--- config.mk ---
export PLATFORM = sky130hd
export DESIGN_NAME = imm_gen_pipe
export DESIGN_NICKNAME = d
export VERILOG_FILES = /design/src/rtl/imm_gen_pipe.sv
export SDC_FILE = /design/constraint.sdc
export NUM_CORES = 1
export LEC_CHECK = 0
export BUFFER_PORTS_ARGS = -buffer_cell sky130_fd_sc_hd__buf_2
export CAP_MARGIN = 10
export CORE_AREA = 2 2 113 60
export DETAILED_ROUTE_END_ITERATION = 8
export DIE_AREA = 0 0 115 62
export PLACE_DENSITY_LB_ADDON = 0.08
export SYNTH_ARGS = -nofsm -noshare
export SYNTH_HDL_FRONTEND = slang
export SYNTH_SLANG_ARGS = --single-unit
--- constraint.sdc ---
create_clock -name clk -period 3.7 [get_ports clk]
set_input_delay 0.37 -clock clk [delete_from_list [all_inputs] [get_ports clk]]
set_output_delay 0.37 -clock clk [all_outputs]
set_load 0.02 [all_outputs]
--- src/rtl/imm_gen_pipe.sv ---
// Two-stage immediate generator with a valid/ready handshake on both sides.
// It decodes Save-PC and Addi immediates and keeps a saturating count of unknown opcodes delivered.
module imm_gen_pipe #(
  parameter int                 INST_W     = 32,
  parameter int                 DATA_W     = 32,
  parameter int                 OPC_W      = 4,
  parameter logic [OPC_W-1:0]   SPC_OPC    = 4'b1111,
  parameter int                 SPC_IMM_W  = 22,
  parameter logic [OPC_W-1:0]   ADDI_OPC   = 4'b0101,
  parameter int                 ADDI_IMM_W = 16,
  parameter int                 CNT_W      = 8
) (
  input  logic              clk,
  input  logic              rst_n,
  input  logic              in_valid,
  output logic              in_ready,
  input  logic [INST_W-1:0] in_inst,
  input  logic              in_zext,
  output logic              out_valid,
  input  logic              out_ready,
  output logic [DATA_W-1:0] out_imm,
  output logic [1:0]        out_kind,
  output logic              out_err,
  output logic [CNT_W-1:0]  err_cnt,
  input  logic              err_clr
);

  localparam int FLD_W = (SPC_IMM_W > ADDI_IMM_W) ? SPC_IMM_W : ADDI_IMM_W;
  localparam logic [DATA_W-1:0] SPC_MASK  = ~({DATA_W{1'b1}} << SPC_IMM_W);
  localparam logic [DATA_W-1:0] ADDI_MASK = ~({DATA_W{1'b1}} << ADDI_IMM_W);
  localparam logic [CNT_W-1:0]  CNT_MAX   = '1;

  typedef enum logic [1:0] {
    KIND_UNK  = 2'b00,
    KIND_SPC  = 2'b01,
    KIND_ADDI = 2'b10
  } kind_t;

  logic [OPC_W-1:0]  opc;
  kind_t             dec_kind;
  logic [FLD_W-1:0]  dec_field;
  logic              dec_sign;

  logic              s1_valid;
  kind_t             s1_kind;
  logic [FLD_W-1:0]  s1_field;
  logic              s1_sign;

  logic              s2_valid;
  kind_t             s2_kind;
  logic [DATA_W-1:0] fld_wide;
  logic [DATA_W-1:0] ext_imm;

  logic              in_fire;
  logic              out_fire;
  logic              s2_load;

  assign in_ready  = !s1_valid || !s2_valid || out_ready;
  assign in_fire   = in_valid && in_ready;
  assign out_fire  = s2_valid && out_ready;
  assign s2_load   = s1_valid && (!s2_valid || out_ready);
  assign out_valid = s2_valid;
  assign out_kind  = s2_kind;

  assign opc = in_inst[INST_W-1 -: OPC_W];

  // The sign bit is resolved here so in_zext travels with its own instruction.
  always_comb begin
    dec_kind  = KIND_UNK;
    dec_field = '0;
    dec_sign  = 1'b0;
    if (opc == SPC_OPC) begin
      dec_kind                   = KIND_SPC;
      dec_field[SPC_IMM_W-1:0]   = in_inst[SPC_IMM_W-1:0];
      dec_sign                   = !in_zext && in_inst[SPC_IMM_W-1];
    end else if (opc == ADDI_OPC) begin
      dec_kind                   = KIND_ADDI;
      dec_field[ADDI_IMM_W-1:0]  = in_inst[ADDI_IMM_W-1:0];
      dec_sign                   = !in_zext && in_inst[ADDI_IMM_W-1];
    end
  end

  assign fld_wide = DATA_W'(s1_field);

  always_comb begin
    ext_imm = '0;
    case (s1_kind)
      KIND_SPC:  ext_imm = (fld_wide & SPC_MASK)  | (s1_sign ? ~SPC_MASK  : '0);
      KIND_ADDI: ext_imm = (fld_wide & ADDI_MASK) | (s1_sign ? ~ADDI_MASK : '0);
      default:   ext_imm = '0;
    endcase
  end

  always_ff @(posedge clk or negedge rst_n) begin
    if (!rst_n) begin
      s1_valid <= 1'b0;
      s1_kind  <= KIND_UNK;
      s1_field <= '0;
      s1_sign  <= 1'b0;
    end else if (in_fire) begin
      s1_valid <= 1'b1;
      s1_kind  <= dec_kind;
      s1_field <= dec_field;
      s1_sign  <= dec_sign;
    end else if (s2_load) begin
      s1_valid <= 1'b0;
    end
  end

  // Output registers only change on a load, so a stalled item stays put.
  always_ff @(posedge clk or negedge rst_n) begin
    if (!rst_n) begin
      s2_valid <= 1'b0;
      s2_kind  <= KIND_UNK;
      out_imm  <= '0;
      out_err  <= 1'b0;
    end else if (s2_load) begin
      s2_valid <= 1'b1;
      s2_kind  <= s1_kind;
      out_imm  <= ext_imm;
      out_err  <= (s1_kind == KIND_UNK);
    end else if (out_fire) begin
      s2_valid <= 1'b0;
    end
  end

  always_ff @(posedge clk or negedge rst_n) begin
    if (!rst_n) begin
      err_cnt <= '0;
    end else if (err_clr) begin
      err_cnt <= '0;
    end else if (out_fire && out_err && (err_cnt != CNT_MAX)) begin
      err_cnt <= err_cnt + 1'b1;
    end
  end

endmodule

* After elaboration in Yosys (flattened, before gate mapping)
Cells that the tools add are included.
** Operators by class
- Add/sub/neg operators :: 1
- Bitwise logic cells :: 2
- Eq/ne operators :: 5
- Reduce and logical (&&, ||, !) cells :: 17
- Muxes and demuxes :: 16
** Operator list (number)
- $mux 32 :: 2
- $pmux 32 s2 :: 1
- $mux 16 :: 2
- $or 16x32->32 :: 1
- $or 22x32->32 :: 1
- $mux 8 :: 2
- $add 8x1->8 const B :: 1
- $ne 8x8->1 const B :: 1
- $logic_and 1x1->1 :: 7
- $mux 1 :: 6
- $mux 6 :: 1
- $reduce_bool 2->1 :: 3
- $eq 4x3->1 const B :: 1
- $eq 4x4->1 const B :: 1
- $mux 2 :: 2
- $logic_not 1->1 :: 3
- $logic_or 1x1->1 :: 3
- $eq 2x1->1 const B :: 1
- $eq 2x2->1 const B :: 1
- $logic_not 2->1 :: 1
** Storage, ports and cells
- Register bits :: 70
- Output and inout bits :: 45

* Depth between registers and ports, before layout
Gate-level depths: netlist of run 1.
- Depth in word-level cells :: 5
- Depth in mapped cells :: 6
- Depth with buffers taken out :: 5

* Worst setup path after synthesis of run 1
OpenSTA, ideal clock, no wires.
- Kind :: flip-flop to flip-flop
- Start :: register err_cnt[0]
- End :: register err_cnt[5]
- Clock period less this slack :: 1.684 ns
- Library setup time :: 0.125 ns
- Arrival time :: 1.559 ns
- Cell stages (with the launch flop) :: 5
- Path slack :: 2.016 ns
- Cell sequence :: dfrtp_1 -> ha_1 -> and4_1 -> nor4b_1 -> mux2_2
** Between the ends
- Word-level cells in the longest chain between the ends :: 3
- Elaborated cells between the ends (all ways) :: 6
- Classes of those cells :: add/sub (1); eq/ne (1); mux (2); reduce/logical (2)
** Ends and longest elaborated chain
- from (decl) :: RTL line 24 : output logic [CNT_W-1:0] err_cnt,
- from (signal assigned) :: RTL line 133 : err_cnt <= err_cnt + 1'b1;
- $add 8x1->8 or $ne 8x8->1 (tied branches) :: RTL line 133, 132
- $mux 8 or $logic_and 1x1->1 (tied branches) :: RTL line 132 : end else if (out_fire && out_err && (err_cnt != CNT_MAX)) begin
- $mux 8 or $reduce_bool 2->1 (tied branches)
Several ways; a longest one is shown, not always the timed one. The select of a mux whose other input is x is not followed.
A chain may end at the register's enable or synchronous reset.

* Final worst setup path of run 1
- Start :: register s1_kind[1]
- End :: register out_imm[2]
** Between the ends
- Word-level cells in the longest chain between the ends :: 2
- Elaborated cells between the ends (all ways) :: 3
- Classes of those cells :: eq/ne (2); mux (1)
** Ends and longest elaborated chain
- from (decl) :: RTL line 45 : kind_t s1_kind;
- from (signal assigned) :: RTL line 102 : s1_kind <= dec_kind;
- $eq 2x2->1 or $eq 2x1->1 (tied branches) :: RTL line 87 : case (s1_kind)
- $pmux 32 s2 * :: RTL line 87
- to (signal assigned) :: RTL line 120 : out_imm <= ext_imm;
- to (decl) :: RTL line 21 : output logic [DATA_W-1:0] out_imm,
Every way passes the cells marked *; elsewhere a longest branch is shown, timed or not.

==> flow_summary.yaml, run 1 <==
run_status:
  status: "finished clean"
synth:
  synth.most_common_cell: "dfrtp_1"
  synth_cells: 222
  synth_edf_count: 0
  yosys_warnings: 0
  seq_area_frac_synth: 0.570
  syn-num-nets: 264
  yosysTopAreaCellShare: 0.570
  syn_area_um2: 2680
  syn_avg_cell_area_um2: 12.1
  yosys_most_used_dff: "dfrtp_1"
  synth_area_leader_cell: "dfrtp_1"
  ys_top_cells_by_area: "dfrtp_1 57%, a22o_1 9.5%, a22o_2 3.7%, o21ai_0 3.6%, buf_4 2.8%"
  async_flop_share: 1.00
  synthTopCellsByCount: "61 x dfrtp_1, 29 x a22o_1, 19 x o21ai_0"
  ys_ff_latch: 61
  synthDistinctLibCells: 39
floorplanning:
  start_util: 0.424
  dieArea_um2: 7130
  die_h_um: 62
  core_area_um2: 6310
  die_w_um: 115
  rows: 21
  top_level_ports: 83
setup_path:
  cp-end-kind: "flip-flop"
  cp_num_buf_inv: 1
  reg2reg_depth: 5
  required_ns: 3.95
  critPathKind: "flip-flop to flip-flop"
  cp_max_fo: 17
  crit_cells: 5
  cp_top_family: "simple AND/OR/NAND/NOR gates"
  crit_slowest_cell: "nor3_4"
  max_stage_delay_ns: 0.60
  cp-start-kind: "flip-flop"
  crit_arrival_ns: 2.23
  crit_chain: "inv_1, ha_1, o21ai_0, nor3_4, a22o_1"
timing:
  setup_viol: 0
  setup_ws_ns: 1.72
  tightestPinTransition_ns: 0.999
  whs_ns: 0.0902
  relSlewSlack: 0.333
  finalClockSkew_ns: 0.00225
  setup_tns_ns: 0
  rsz0062_at_grt: "no"
  finalMaxSlewViolations: 0
  fmax_ghz: 0.505
  fin_crit_sh: 0.536
  hold_viol: 0
  period_minus_slack_ns: 1.98
finish:
  register_area_um2: 1530
  diodes: 0
  utilization: 0.523
  area_delta_synth_final_pct: 23.3
  fin_nets: 332
  stdcell_count: 373
  multi_input_area_um2: 996
  fillers: 583
  drive_gt1_frac: 0.369
global_routing:
  grt_usage: 0.190
  grt_pass1_vias: 1815
  grt_max_degree: 32
  grt_pass1_wl_mm: 9.81
  antenna_found_initial: 0
  grt-ovfl-total: 0
route:
  antenna_left: 0
  wl_per_cell_um: 16.6
  routed-via-count: 2049
  first_pass_iters: 4
  drt_iter0_drc: 109
  viasPerCell: 5.49
  drc: 0
  wirelength_mm: 6.21
clock_tree:
  cts.clk_slew.worst_paths_ns: 0.05
  cts_tree: "done"
  clk_latency_ns: 0.32
  cts_hold_buf: 0
  cts_buffers: 9
  cts_setup_buffers: 0
  post_cts_resized: 0
  cts.sink_count: 61
  clock_path_buffers: 2
  cts_max_level: 3
  cts_root_buf: "clkbuf_16"
pwr:
  comb_power_share: 0.080
  ir_worst_vdd_v: 0.000199
  leakage_nw: 1.67
  clockPowerShare: 0.470
  p_seq_frac: 0.450
  power.density_nw_per_um2: 475
  p_sw_uw: 359
  p_sw_frac: 0.229
  p_int_mw: 1.21
placement:
  placed_cells: 359
  port_buffers: 76
  dp_hpwl_mm: 4.44
  post-place-ws_ns: 1.68
  gp_congestion: 0.775
hold_path:
  worstHoldPathType: "input pin to asynchronous set/reset pin"
job:
  max_cap_viol_count: 0
## cells by family after synthesis
kind of cell | after synthesis | share of synthesized area
fa+ha+maj | 4 | 0.0187
simple gates | 48 | 0.108
compound gates | 76 | 0.218
buf+inv | 26 | 0.0575
mux | 6 | 0.0243
flops | 61 | 0.570
xor+xnor | 1 | 0.00327
## sequential cells by signal (all words and copies together), names as in the netlist
name,cells
err_cnt,8
out_imm,23
out_err,1
s1_sign,1
s1_valid,1
s1_kind,2
s1_field,22
out_valid,1
out_kind,2
## stage by stage
step,area (um^2),power [mW]
6_report,3300,1.57
5_1_grt,3300,1.65
4_1_cts,3300,1.59
3_5_place_dp,3030,0.843
3_3_place_gp,3030,0.842
2_1_floorplan,2680,0.786
## path summary, 6_finish.rpt
check / start / to / slack, ns
max in group asynchronous: rst_n / s1_field[1]$_DFFE_PN0P_ / 2.76
setup reg to reg: s1_kind[1]$_DFFE_PN0P_ / out_imm[2]$_DFFE_PN0P_ / 1.72
min in group clk: in_zext / s1_sign$_DFFE_PN0P_ / 0.25
hold / removal: rst_n / err_cnt[6]$_DFFE_PN0P_ / 0.09
hold reg to reg: s1_field[8]$_DFFE_PN0P_ / out_imm[8]$_DFFE_PN0P_ / 0.49
setup / recovery: s1_kind[1]$_DFFE_PN0P_ / out_imm[2]$_DFFE_PN0P_ / 1.72
## per-layer routing
metal  part of all wire  GRT usage
met5                  0          0
met4                  0     0.0465
met3              0.070     0.0757
met2               0.38      0.226
met1               0.55      0.306
## worst reg2reg max path: cells and delay by family, from the launching register on
family	cells	cell delay, ns
DFF	1	0.37
adders and majority gates	1	0.42
buffers and inverters	1	0.08
and+or+nand+nor	1	0.60
AOI/OAI and AO/OA	2	0.43
## cell usage in the layout, fill, tap and decap left out, types with 2 or more instances in the layout
cell type  synthesis  final
a31oi_1            2      2
clkbuf_8           0      2
mux2_2             4      4
nor2_1             3      3
o21ai_0           19     19
a211oi_1           2      2
nor2b_1            4      4
buf_2              3     76
clkbuf_16          0      9
a311oi_1           2      2
a22o_1            29     29
dfrtp_1           61     61
inv_1              5      5
nand2_1           14     14
nor3_1             9      9
nand3_1            3      3
o41ai_1            2      2
ha_1               4      4
and4_1             5      5
mux2i_1            2      2
a22oi_1            6      6
clkinv_2           0      2
a22o_2            10     10
a21oi_1            2      2
## power by group through the flow
stage / Combinational, mW / Sequential [mW] / Clock, mW
after global placement: 0.127 / 0.715 / 0
after detailed placement: 0.128 / 0.715 / 0
after global routing: 0.142 / 0.708 / 0.796
after CTS: 0.128 / 0.705 / 0.758
final: 0.126 / 0.705 / 0.737
after floorplan: 0.0660 / 0.720 / 0
## final cells by class
| cell class | count | area share |
|---|---|---|
| Clock buffer | 12 | 0.0777 |
| Clock inverter | 2 | 0.00303 |
| Timing Repair Buffer | 77 | 0.118 |
| Sequential cell | 61 | 0.463 |
| Tap cell | 80 | 0.0303 |
| Inverter | 6 | 0.00683 |
| Multi-Input combinational cell | 135 | 0.302 |
Note: power is estimated with default switching activity, not from simulation.
==> run 2, diff against run 1 <==
ABC_AREA = 1   (was default)
CORE_AREA = 2 2 117 62   (was 2 2 113 60)
DIE_AREA = 0 0 119 64   (was 0 0 115 62)
clock period = 2.1 ns   (was 3.7 ns; I/O delays follow)
==> run 2 against run 1 <==
Net effect: combinational power rose by 140%; first-iteration DRC count fell by 4.6%; non-clock buffer count rose by 1; count of clock-buffer cells in the layout did not move; worst hold slack improved by 0.017 ns; fmax rose by 34%; critical path type unchanged.
==> flow_summary.yaml, run 2 <==
run_status:
  status: "finished clean"
synth:
  yosysTopAreaCellShare: 0.527
  yosys.area_share.simple: 0.265
  async_flop_share: 1.00
  synthDistinctLibCells: 25
  synth.most_common_cell: "nand2_1"
  synth_cells: 329
  synth_compound_area_frac: 0.100
  syn_avg_cell_area_um2: 8.81
  synth_area_leader_cell: "dfrtp_1"
  synth_edf_count: 0
  synth_top_family_by_area: "simple AND/OR/NAND/NOR gates"
  synth-adder-area-share: 0.0173
  syn-num-nets: 371
  synthTopCellsByCount: "108 x nand2_1, 61 x dfrtp_1, 36 x nand3_1"
  synthMuxAreaShare: 0
  yosys_warnings: 0
  syn_area_um2: 2900
  yosys_most_used_dff: "dfrtp_1"
  seq_area_frac_synth: 0.527
  ys_top_cells_by_area: "dfrtp_1 53%, nand2_1 14%, nand3_1 6.2%, o21ai_2 4.8%, o21ai_0 3.3%"
  synth_xor_area_frac: 0
  ys_ff_latch: 61
finish:
  final_cell_mix: "108 x nand2_1, 76 x buf_2, 61 x dfrtp_1"
  drive_gt1_frac: 0.332
  fin_nets: 441
  area_delta_synth_final_pct: 23.5
  largestRegisters: "out_imm (23), s1_field (22), err_cnt (8)"
  final_common_cell: "nand2_1"
  largest_register_ffs: 23
  fillers: 638
  top_register: "out_imm"
  diodes: 0
floorplanning:
  dieArea_um2: 7620
  rows: 21
  start_util: 0.443
  die_w_um: 119
  die_h_um: 64
  top_level_ports: 83
  core_area_um2: 6540
setup_path:
  crit_arrival_ns: 1.67
  cp-start-kind: "flip-flop"
  cp-end-kind: "flip-flop"
  cp_max_fo: 17
  critPathKind: "flip-flop to flip-flop"
  required_ns: 2.30
route:
  wl_per_cell_um: 12.9
  viasPerCell: 4.81
  first_pass_iters: 4
  routed-via-count: 2386
  wirelength_mm: 6.39
  drt_iter0_drc: 104
  antenna_left: 0
  drc: 0
clock_tree:
  cts_root_buf: "clkbuf_16"
  clock_path_buffers: 2
  cts.sink_count: 61
  cts.clk_slew.worst_paths_ns: 0.05
  cts_buffers: 9
  clk_latency_ns: 0.33
  cts_max_level: 3
  cts_hold_buf: 1
  cts_setup_buffers: 0
  cts_tree: "done"
  post_cts_resized: 0
timing:
  tightestPinTransition_ns: 0.595
  setup_ws_ns: 0.625
  setup_tns_ns: 0
  relSlewSlack: 0.603
  period_minus_slack_ns: 1.47
  finalClockSkew_ns: 0.00738
  setup_viol: 0
  hold_viol: 0
  finalMaxSlewViolations: 0
  fmax_ghz: 0.678
  rsz0062_at_grt: "no"
  fin_crit_sh: 0.702
placement:
  gp_congestion: 0.823
  port_buffers: 76
  dp_hpwl_mm: 4.36
  post-place-ws_ns: 0.612
global_routing:
  grt_max_degree: 40
  grt_usage: 0.188
  grt_pass1_wl_mm: 11.0
  grt_pass1_vias: 2351
  antenna_found_initial: 0
  grt-ovfl-total: 0
pwr:
  power.density_nw_per_um2: 854
  leakage_nw: 1.93
  ir_worst_vdd_v: 0.000390
hold_path:
  worstHoldPathType: "input pin to flip-flop"
job:
  max_cap_viol_count: 0
==> run 2: critical path, cell delays in order, from the launching register on <==
cell and delay [ns]:
dfrtp_1 0.36, inv_1 0.09, ha_1 0.22, or2_2 0.47, nand2_1 0.11, o21ai_0 0.09
==> run 2: kinds of logic (layout without fill, tap and decap cells) <==
kind of cell | Yosys count | count (layout)
buffers and inverters | 46 | 121
AO/OA/AOI/OAI | 43 | 43
flip-flops | 61 | 61
AND/OR/NAND/NOR | 175 | 175
adder cells (fa/ha/maj) | 4 | 4
==> run 2: final timing paths <==
path,startpoint,end,slack (ns),cells past startpoint
min in group asynchronous,rst_n,out_imm[9]$_DFFE_PN0P_,0.40,2
max in group asynchronous,rst_n,err_cnt[0]$_DFFE_PN0P_,1.09,3
max reg2reg,s1_kind[0]$_DFFE_PN0P_,out_imm[7]$_DFFE_PN0P_,0.63,5
min,in_inst[1],s1_field[1]$_DFFE_PN0P_,0.11,3
max,s1_kind[0]$_DFFE_PN0P_,out_imm[7]$_DFFE_PN0P_,0.63,5
min reg2reg,out_imm[19]$_DFFE_PN0P_,out_imm[19]$_DFFE_PN0P_,0.48,2
==> run 2: final cells by class <==
cell class	instances	area, um^2	area share
Clock buffer	12	267	0.0744
Sequential cell	61	1530	0.426
Inverter	27	106	0.0297
Timing Repair Buffer	78	410	0.115
Multi-Input combinational cell	222	1110	0.310
Clock inverter	4	45.0	0.0126
Tap cell	92	115	0.0322
==> run 2: metrics by stage <==
stage	cells	instance area [um^2]	power, mW	utilization	hold WS [ns]
after detailed placement	479	3260	1.57	0.498	0.232
final	496	3580	3.06	0.547	0.107
after CTS	496	3580	3.10	0.547	0.0958
after floorplan	329	2900	1.47	-	-0.0856
after global placement	479	3260	1.56	0.498	0.212
after global routing	496	3580	3.20	0.547	0.109
==> run 2: where the power goes <==
group          total, mW  switching [mW]  internal [mW]
Clock               1.51           0.501           1.01
Sequential          1.25          0.0319           1.22
Combinational      0.299           0.215         0.0840
Total               3.06           0.748           2.31
==> run 2: layer usage <==
layer / up-vias / track usage / wire length, um
li1: 1184 / - / -
met1: 1122 / 0.231 / 2990
met2: 70 / 0.305 / 2930
met3: 10 / 0.0705 / 389
met4: 0 / 0.0729 / 76
met5: - / 0 / 0
==> run 3, diff against run 2 <==
clock period = 1.4 ns   (was 2.1 ns; I/O delays follow)
==> run 3 against run 2 <==
Net effect: worst setup slack worse by 0.54 ns; critical path type unchanged; routed wire length decreased by 0.56%; sequential power increased by 50%; core utilization up 1.0 points; fmax increased by 12%; count of clock-buffer cells in the layout grew 1; via count increased by 0.59%; cell count up 2.0%; sequential share of layout area fell by 0.79 points; highest routed layer unchanged; first-iteration DRC count grew 9.6%; combinational power up 67%; critical path depth is the same.
==> flow_summary.yaml, run 3 (synthesis results as in run 2) <==
timing:
  relSlewSlack: 0.769
  tightestPinTransition_ns: 0.346
  finalMaxSlewViolations: 0
  whs_ns: 0.0428
  rsz0062_at_grt: "no"
  finalClockSkew_ns: 0.00450
  setup_ws_ns: 0.0820
  hold_viol: 0
  period_minus_slack_ns: 1.32
  fin_crit_sh: 0.941
  setup_viol: 0
  fmax_ghz: 0.759
hold_path:
  worstHoldPathType: "input pin to flip-flop"
  hold_depth: 3
  min-delay-start: "in_inst[3]"
  hold_end: "s1_field[3]$_DFFE_PN0P_"
finish:
  final_cell_mix: "108 x nand2_1, 76 x buf_2, 61 x dfrtp_1"
  fin_nets: 452
  multi_input_area_um2: 1140
  drive_gt1_frac: 0.350
  diodes: 0
  top_register: "out_imm"
  largest_register_ffs: 23
  largestRegisters: "out_imm (23), s1_field (22), err_cnt (8)"
  utilization: 0.557
  area_delta_synth_final_pct: 25.8
  fillers: 618
  register_area_um2: 1530
  final_common_cell: "nand2_1"
  stdcell_count: 506
run_status:
  status: "finished clean"
placement:
  placed_cells: 489
  dp_hpwl_mm: 4.42
  post-place-ws_ns: -0.0161
  gp_congestion: 0.865
  port_buffers: 76
pwr:
  comb_power_share: 0.116
  p_int_mw: 3.22
  power.density_nw_per_um2: 1180
  p_sw_mw: 1.09
  ir_worst_vdd_v: 0.000530
  clockPowerShare: 0.449
  p_seq_frac: 0.435
  leakage_nw: 1.95
  p_sw_frac: 0.253
clock_tree:
  cts_root_buf: "clkbuf_16"
  clock_path_buffers: 2
  clk_latency_ns: 0.33
  cts_tree: "done"
  cts.clk_slew.worst_paths_ns: 0.05
  cts_buffers: 9
  cts.sink_count: 61
  cts_max_level: 3
route:
  wl_per_cell_um: 12.6
  wirelength_mm: 6.35
  drt_iter0_drc: 114
  routed-via-count: 2400
  antenna_left: 0
  first_pass_iters: 5
  drc: 0
  viasPerCell: 4.74
floorplanning:
  top_level_ports: 83
  start_util: 0.443
  dieArea_um2: 7620
  die_h_um: 64
  rows: 21
  die_w_um: 119
  core_area_um2: 6540
setup_path:
  r2r_end: "out_imm[8]$_DFFE_PN0P_"
  r2r_start: "s1_kind[0]$_DFFE_PN0P_"
  required_ns: 1.64
  cp-start-kind: "flip-flop"
  cp-end-kind: "flip-flop"
  crit_arrival_ns: 1.56
  critPathKind: "flip-flop to flip-flop"
  reg2reg_depth: 5
  cp-startpoint: "s1_kind[0]$_DFFE_PN0P_"
  r2r_slack_ns: 0.08
  cp_max_fo: 17
global_routing:
  grt_pass1_vias: 2199
  use_met3: 0.0714
  antenna_found_initial: 0
  grt-ovfl-total: 0
  grt_pass1_wl_mm: 10.5
  grt_util_met2: 0.264
  grt_max_degree: 62
  grt_usage: 0.180
  grt_util_met1: 0.238
  gr-max-usage-layer: "met2"
job:
  max_cap_viol_count: 0
==> run 3: changes by cell type in the layout (fill, tap and decap cells not counted), moves of 2 or more <==
cell / before / now
clkbuf_8: 3 / 1
ha_1: 4 / 2
buf_4: 0 / 11
clkbuf_1: 0 / 3
==> run 3: power by group through the flow <==
stage	Combinational, mW	Clock, mW	Sequential [mW]
final	0.499	1.93	1.87
after global routing	0.556	2.09	1.88
after CTS	0.491	2.00	1.87
after detailed placement	0.480	0	1.90
after global placement	0.470	0	1.90
after floorplan	0.285	0	1.93
==> run 3: worst max path at each step <==
stage / end / slack, ns / cells past startpoint
after floorplan: out_imm[30]$_DFFE_PN0P_ / 0.01 / 7
after global placement: out_imm[9]$_DFFE_PN0P_ / 0.02 / 5
after detailed placement: out_imm[4]$_DFFE_PN0P_ / -0.02 / 5
after CTS: out_imm[8]$_DFFE_PN0P_ / 0.01 / 5
after global routing: out_imm[10]$_DFFE_PN0P_ / 0.002 / 5
final: out_imm[8]$_DFFE_PN0P_ / 0.08 / 5
==> run 3: critical path, stage by stage, from the launching register on <==
cell and delay [ns]:
dfrtp_1 0.38, inv_2 0.05, buf_4 0.13, ha_2 0.37, nand2_8 0.13, o21ai_0 0.17
==> run 3: routing by layer <==
| layer | share of wire | wire (um) |
|---|---|---|
| met2 | 0.43 | 2750 |
| met4 | 0.0099 | 63 |
| met5 | 0 | 0 |
| met1 | 0.50 | 3160 |
| met3 | 0.060 | 379 |
==> run 3: metrics by stage <==
stage          TNS, ns  total power, mW  instance area (um^2)
3_5_place_dp   -0.0459             2.38                  3330
3_3_place_gp         0             2.37                  3330
5_1_grt              0             4.52                  3650
2_1_floorplan        0             2.21                  2910
6_report             0             4.31                  3650
4_1_cts              0             4.36                  3610
==> run 3: cell type report <==
type	instances	area share
clock inverters	2	0.00274
repair buffers	89	0.135
well taps	92	0.0316
clock buffers	13	0.0686
multi-input cells	222	0.314
flip-flops and latches	61	0.419
inverters	27	0.0298
==> run 3: repair_timing <==
| action | CTS | global route |
|---|---|---|
| hold endpoints to repair | 61 | 0 |
| buffers inserted | 0 | 1 |
| hold buffers | 1 | 0 |
| resized for setup | 2 | 7 |
| pin swaps | 1 | 1 |
| endpoints found under the setup margin | 17 | 20 |
